File: src/rtl/alu_pkg.sv
// Types and constants shared by the ALU submodules: the default datapath
// width, the word type and the status-flag bundle every submodule reports.
package alu_pkg;

    localparam int ALU_WIDTH = 16;

    typedef logic [ALU_WIDTH-1:0] alu_word_t;

    typedef struct packed {
        logic zero;
        logic negative;
        logic borrow;
        logic overflow;
    } alu_flags_t;

    // Most positive / most negative two's-complement value of a given width
    function automatic logic [ALU_WIDTH-1:0] alu_signed_max();
        return {1'b0, {(ALU_WIDTH-1){1'b1}}};
    endfunction

    function automatic logic [ALU_WIDTH-1:0] alu_signed_min();
        return {1'b1, {(ALU_WIDTH-1){1'b0}}};
    endfunction

endpackage

File: src/rtl/alu_sub_core.sv
// Combinational ripple-borrow subtractor: diff = a - b, with unsigned borrow
// out of the MSB and two's-complement overflow.
module alu_sub_core #(
    parameter int WIDTH = 16
) (
    input  logic [WIDTH-1:0] a,
    input  logic [WIDTH-1:0] b,
    output logic [WIDTH-1:0] diff,
    output logic             borrow,
    output logic             overflow
);

    logic [WIDTH:0] bchain;

    assign bchain[0] = 1'b0;

    for (genvar i = 0; i < WIDTH; i++) begin : g_fs
        assign diff[i]       = a[i] ^ b[i] ^ bchain[i];
        assign bchain[i+1]   = (~a[i] & b[i]) | (~(a[i] ^ b[i]) & bchain[i]);
    end

    assign borrow   = bchain[WIDTH];
    // Operands of opposite sign whose result takes the subtrahend's sign
    assign overflow = (a[WIDTH-1] ^ b[WIDTH-1]) & (diff[WIDTH-1] ^ a[WIDTH-1]);

endmodule

File: src/rtl/alu_submodule_sub.sv
// Registered subtractor slice of the ALU: Answer = A - B plus status flags,
// one cycle after in_valid. Define SUB_SATURATE_EN to clamp on signed overflow.
module alu_submodule_sub
    import alu_pkg::*;
#(
    parameter int WIDTH = ALU_WIDTH
) (
    input  logic             clk,
    input  logic             rst,
    input  logic             in_valid,
    input  logic [WIDTH-1:0] A,
    input  logic [WIDTH-1:0] B,
    output logic [WIDTH-1:0] Answer,
    output logic             out_valid,
    output logic             zero,
    output logic             negative,
    output logic             borrow,
    output logic             overflow
);

    logic [WIDTH-1:0] diff;
    logic [WIDTH-1:0] result;
    logic             core_borrow;
    logic             core_overflow;

    logic [WIDTH-1:0] answer_q;
    logic             valid_q;
    alu_flags_t       flags_q;

    alu_sub_core #(
        .WIDTH (WIDTH)
    ) u_core (
        .a        (A),
        .b        (B),
        .diff     (diff),
        .borrow   (core_borrow),
        .overflow (core_overflow)
    );

`ifdef SUB_SATURATE_EN
    // Clamp toward the side the true result lies on, which follows A's sign
    always_comb begin
        result = diff;
        if (core_overflow) begin
            result = A[WIDTH-1] ? {1'b1, {(WIDTH-1){1'b0}}}
                                : {1'b0, {(WIDTH-1){1'b1}}};
        end
    end
`else
    assign result = diff;
`endif

    always_ff @(posedge clk) begin
        if (rst) begin
            answer_q <= '0;
            valid_q  <= 1'b0;
            flags_q  <= '0;
        end else if (in_valid) begin
            answer_q         <= result;
            valid_q          <= 1'b1;
            flags_q.zero     <= (result == '0);
            flags_q.negative <= result[WIDTH-1];
            flags_q.borrow   <= core_borrow;
            flags_q.overflow <= core_overflow;
        end else begin
            valid_q <= 1'b0;
        end
    end

    assign Answer    = answer_q;
    assign out_valid = valid_q;
    assign zero      = flags_q.zero;
    assign negative  = flags_q.negative;
    assign borrow    = flags_q.borrow;
    assign overflow  = flags_q.overflow;

endmodule

File: config.mk
export PLATFORM = sky130hd
export DESIGN_NAME = alu_submodule_sub
export DESIGN_NICKNAME = d
export VERILOG_FILES = /design/src/rtl/alu_pkg.sv /design/src/rtl/alu_sub_core.sv /design/src/rtl/alu_submodule_sub.sv
export SDC_FILE = /design/constraint.sdc
export NUM_CORES = 1
export LEC_CHECK = 0
export BUFFER_PORTS_ARGS = -buffer_cell sky130_fd_sc_hd__buf_2
export CORE_ASPECT_RATIO = 0.7
export CORE_MARGIN = 2
export CORE_UTILIZATION = 41
export DETAILED_ROUTE_END_ITERATION = 10
export PLACE_DENSITY = 0.74
export SLEW_MARGIN = 10
export SYNTH_ARGS = -nofsm -noshare
export SYNTH_HDL_FRONTEND = slang
export SYNTH_SLANG_ARGS = --single-unit
export TNS_END_PERCENT = 5
File: constraint.sdc
create_clock -name clk -period 6.99 [get_ports clk]
set_clock_uncertainty 0.05 [all_clocks]
set_input_delay 1.0485 -clock clk [delete_from_list [all_inputs] [get_ports clk]]
set_output_delay 1.0485 -clock clk [all_outputs]
set_load 0.02 [all_outputs]
==> results.sh <==
export IMPL_cts_sinks=20
export IMPL_synth_net_count=161
export IMPL_drt_iter0_drc=27
export IMPL_initial_antenna_violation_count=0
export IMPL_remaining_drc_errors=0
export IMPL_track_usage_pct=16.1
export IMPL_flop_and_latch_count_out_of_synthesis=20
export IMPL_synth_top_cells_by_count="20 x sky130_fd_sc_hd__dfxtp_1, 19 x sky130_fd_sc_hd__inv_1, 18 x sky130_fd_sc_hd__nor2_1"
export IMPL_crit_path_start_kind="primary input"
export IMPL_critPathArrivalTime_ns=7.17
export IMPL_grt_overflow_total=0
export IMPL_hold_ws_ns=0.428
export IMPL_area_share_of_the_largest_cell_type_after_synthesis_pct=32.9
export IMPL_postRouteAntennaNets=0
export IMPL_row_count=16
export IMPL_via_count=935
export IMPL_cts_tree="yes"
export IMPL_outcome="finished, violations left"
export IMPL_total_negative_slack_for_setup_checks_ns=-0.0173
export IMPL_clock_latency_of_the_later_clocked_register_in_the_worst_skew_pair_ns=0.26
export IMPL_fp_dieArea_sq_mm=0.00343
export IMPL_synth_area_leaders="sky130_fd_sc_hd__dfxtp_1 33%, sky130_fd_sc_hd__fa_1 25%, sky130_fd_sc_hd__a211oi_2 12%"
export IMPL_clk_path_buf_depth=2
export IMPL_final_layout_size_suffix_gt1_share_pct=55.9
export IMPL_clk_pin_slew_worst_paths_ns=0.08
export IMPL_grt_pass1_wl_microns=4310
export IMPL_utilization_pct=56.7
export IMPL_dpl_cell_count=193
export IMPL_pre_cts_ws_ns=-0.444
export IMPL_post_synth_cell_area_avg_sq_um=11.2
export IMPL_final_net_count=214
export IMPL_fp_dieW_microns=69.2
export IMPL_max_freq_ghz=0.143
export IMPL_final_design_area_no_fill_sq_mm=0.00160
export IMPL_worst_slack_ns=-0.0173
export IMPL_synthDistinctLibCells=21
export IMPL_crit_required_ns=7.15
export IMPL_flow_area_growth_from_synthesis_pct=31.4
export IMPL_min_period_ns=7.01
export IMPL_gp_congestion=0.820
export IMPL_grt_pass1_vias=960
export IMPL_worstMarginPinSlew_ns=0.723
export IMPL_yosys_cell_count_top_type="sky130_fd_sc_hd__dfxtp_1"
export IMPL_endpoint_kind="register"
export IMPL_p_leak_nw=0.772
export IMPL_fin_crit_sh_pct=100
export IMPL_cts_root_buf="sky130_fd_sc_hd__clkbuf_8"
export IMPL_critical_path_top_delay_family="adder cells"
export IMPL_timing_max_transition_violations_final=0
export IMPL_most_used_flip_flop_cell_after_synthesis="sky130_fd_sc_hd__dfxtp_1"
export IMPL_stdcell_count=197
export IMPL_relSlewSlack_pct=51.8
export IMPL_path_common_cell="sky130_fd_sc_hd__fa_2"
export IMPL_postSynth_asyncResetShare_pct=0
export IMPL_dpl_hpwl_microns=2060
export IMPL_h_tree_depth=1
export IMPL_setup_repair_after_global_routing_missed_its_margin="yes"
export IMPL_initial_utilization_pct=43.2
export IMPL_io_buffer_count=55
export IMPL_path_class="in2reg"
export IMPL_number_of_setup_buffers_added_after_cts=0
export IMPL_setup_viol=1
export IMPL_design_core_area_sq_mm=0.00282
export IMPL_path_buf_inv=3
export IMPL_num_io_pins=56
export IMPL_detailedRoute_firstPassIterationCount=4
export IMPL_slowest_delay_ns=0.46
export IMPL_number_of_enable_type_register_cells_in_the_synthesized_netlist=0
export IMPL_syn_area_sq_mm=0.00122
export IMPL_hp_class="reg2reg"
export IMPL_failed_checks="setup timing"
export IMPL_pin_count_of_the_biggest_net_entering_global_routing=39
export IMPL_route_detailed_vias_per_inst=4.75
export IMPL_post_synthesis_sequential_area_ratio_pct=32.9
export IMPL_crit_path_max_fanout=3
export IMPL_cap_viol_max_count=0
export IMPL_pwrdens_mw_per_mm2=204
export IMPL_power_total_mw=0.326
export IMPL_cts_inserted_buffers=3
export IMPL_finalHoldViolCount=0
export IMPL_final_antenna_diode_count=0
export IMPL_routed_wl_microns=2520
export IMPL_crit_path_cell_trace="buf_6 -> inv_4 -> ha_4 -> fa_2 -> fa_2 -> fa_2 -> fa_2 -> fa_2 -> fa_2 -> fa_2 -> fa_2 -> fa_2 -> fa_2 -> fa_2 -> fa_2 -> fa_2 -> fa_2 -> inv_2 -> fa_1 -> nand4b_4 -> nor3_4 -> a41o_1"
export IMPL_placed_area_sq_mm=0.00151
export IMPL_wl_per_cell_microns=12.8
export IMPL_yosysWarningCount=0
export IMPL_die_height_microns=49.6
export IMPL_cpMaxStageDelayCell="sky130_fd_sc_hd__fa_1"
export IMPL_synthCells=109
export IMPL_biggest_area_consumer_among_synthesized_cells="sky130_fd_sc_hd__dfxtp_1"
export IMPL_max_vdd_ir_drop_v=0.0000883
-- per-layer routing --
metal	GRT usage, %	wire length [microns]	vias up
li1	-	-	457
met1	19.0	1100	435
met2	27.6	1180	38
met3	6.75	219	5
met4	3.59	17	0
met5	0	0	-
-- cell usage in the layout (no fill, tap or decap), drive strengths merged --
cell,Yosys,routed
buf,7,55
clkbuf,0,4
xor2,1,1
nand4,1,1
a31oi,1,1
dfxtp,20,20
fa,15,15
inv,19,19
ha,2,2
nor3,1,1
a41o,1,1
mux2i,1,1
nor2b,2,2
nor2,18,18
nand4b,2,2
a211oi,16,16
nor3b,1,1
and4,1,1
-- worst reg2reg max path: cells and delay by family (launching register included) --
family,cells,cell delay [ns]
compound gates,1,0.22
flops,1,0.32
simple gates,1,0.13
-- timing repair --
item                                    CTS  global route
resized for setup                         7             2
endpoints found under the setup margin    2             2
pin swaps                                 0             4
hold buffers                              0             0
-- logic make-up (layout without fill, tap and decap cells) --
| family | count (synthesis) | in the layout | share of synthesized area (%) |
|---|---|---|---|
| buffers and inverters | 26 | 78 | 10.9 |
| AOI/OAI and AO/OA | 18 | 18 | 16.1 |
| and+or+nand+nor | 26 | 26 | 11.9 |
| muxes | 1 | 1 | 0.821 |
| DFF | 20 | 20 | 32.9 |
| adders and majority gates | 17 | 17 | 26.7 |
| xor gates and xnor gates | 1 | 1 | 0.719 |
-- worst paths after layout --
check / cells past startpoint / slack, ns / from / endpoint
max: 22 / -0.02 / A[0] / zero$_SDFFE_PP0P_
min: 2 / 0.43 / Answer[7]$_SDFFE_PP0P_ / Answer[7]$_SDFFE_PP0P_
max reg2reg: 2 / 6.16 / zero$_SDFFE_PP0P_ / zero$_SDFFE_PP0P_
min reg2reg: 2 / 0.43 / Answer[7]$_SDFFE_PP0P_ / Answer[7]$_SDFFE_PP0P_
-- cell type report --
| cell class | instances | area (sq um) |
|---|---|---|
| Sequential cell | 20 | 400 |
| Timing Repair Buffer | 55 | 288 |
| Tap cell | 36 | 45.0 |
| Clock buffer | 4 | 55.1 |
| Multi-Input combinational cell | 63 | 739 |
| Inverter | 19 | 73.8 |
| Fill cell | 267 | 1220 |
-- registers in the layout, indices dropped and copies added (netlist names) --
register	cells
Answer	16
borrow	1
out_valid	1
overflow	1
zero	1
-- report_power, final --
| part | switching [mW] | internal [mW] |
|---|---|---|
| combinational | 0.0600 | 0.0475 |
| sequential | 0.00506 | 0.124 |
| clock | 0.0394 | 0.0502 |
(Power assumes the default switching activity.)
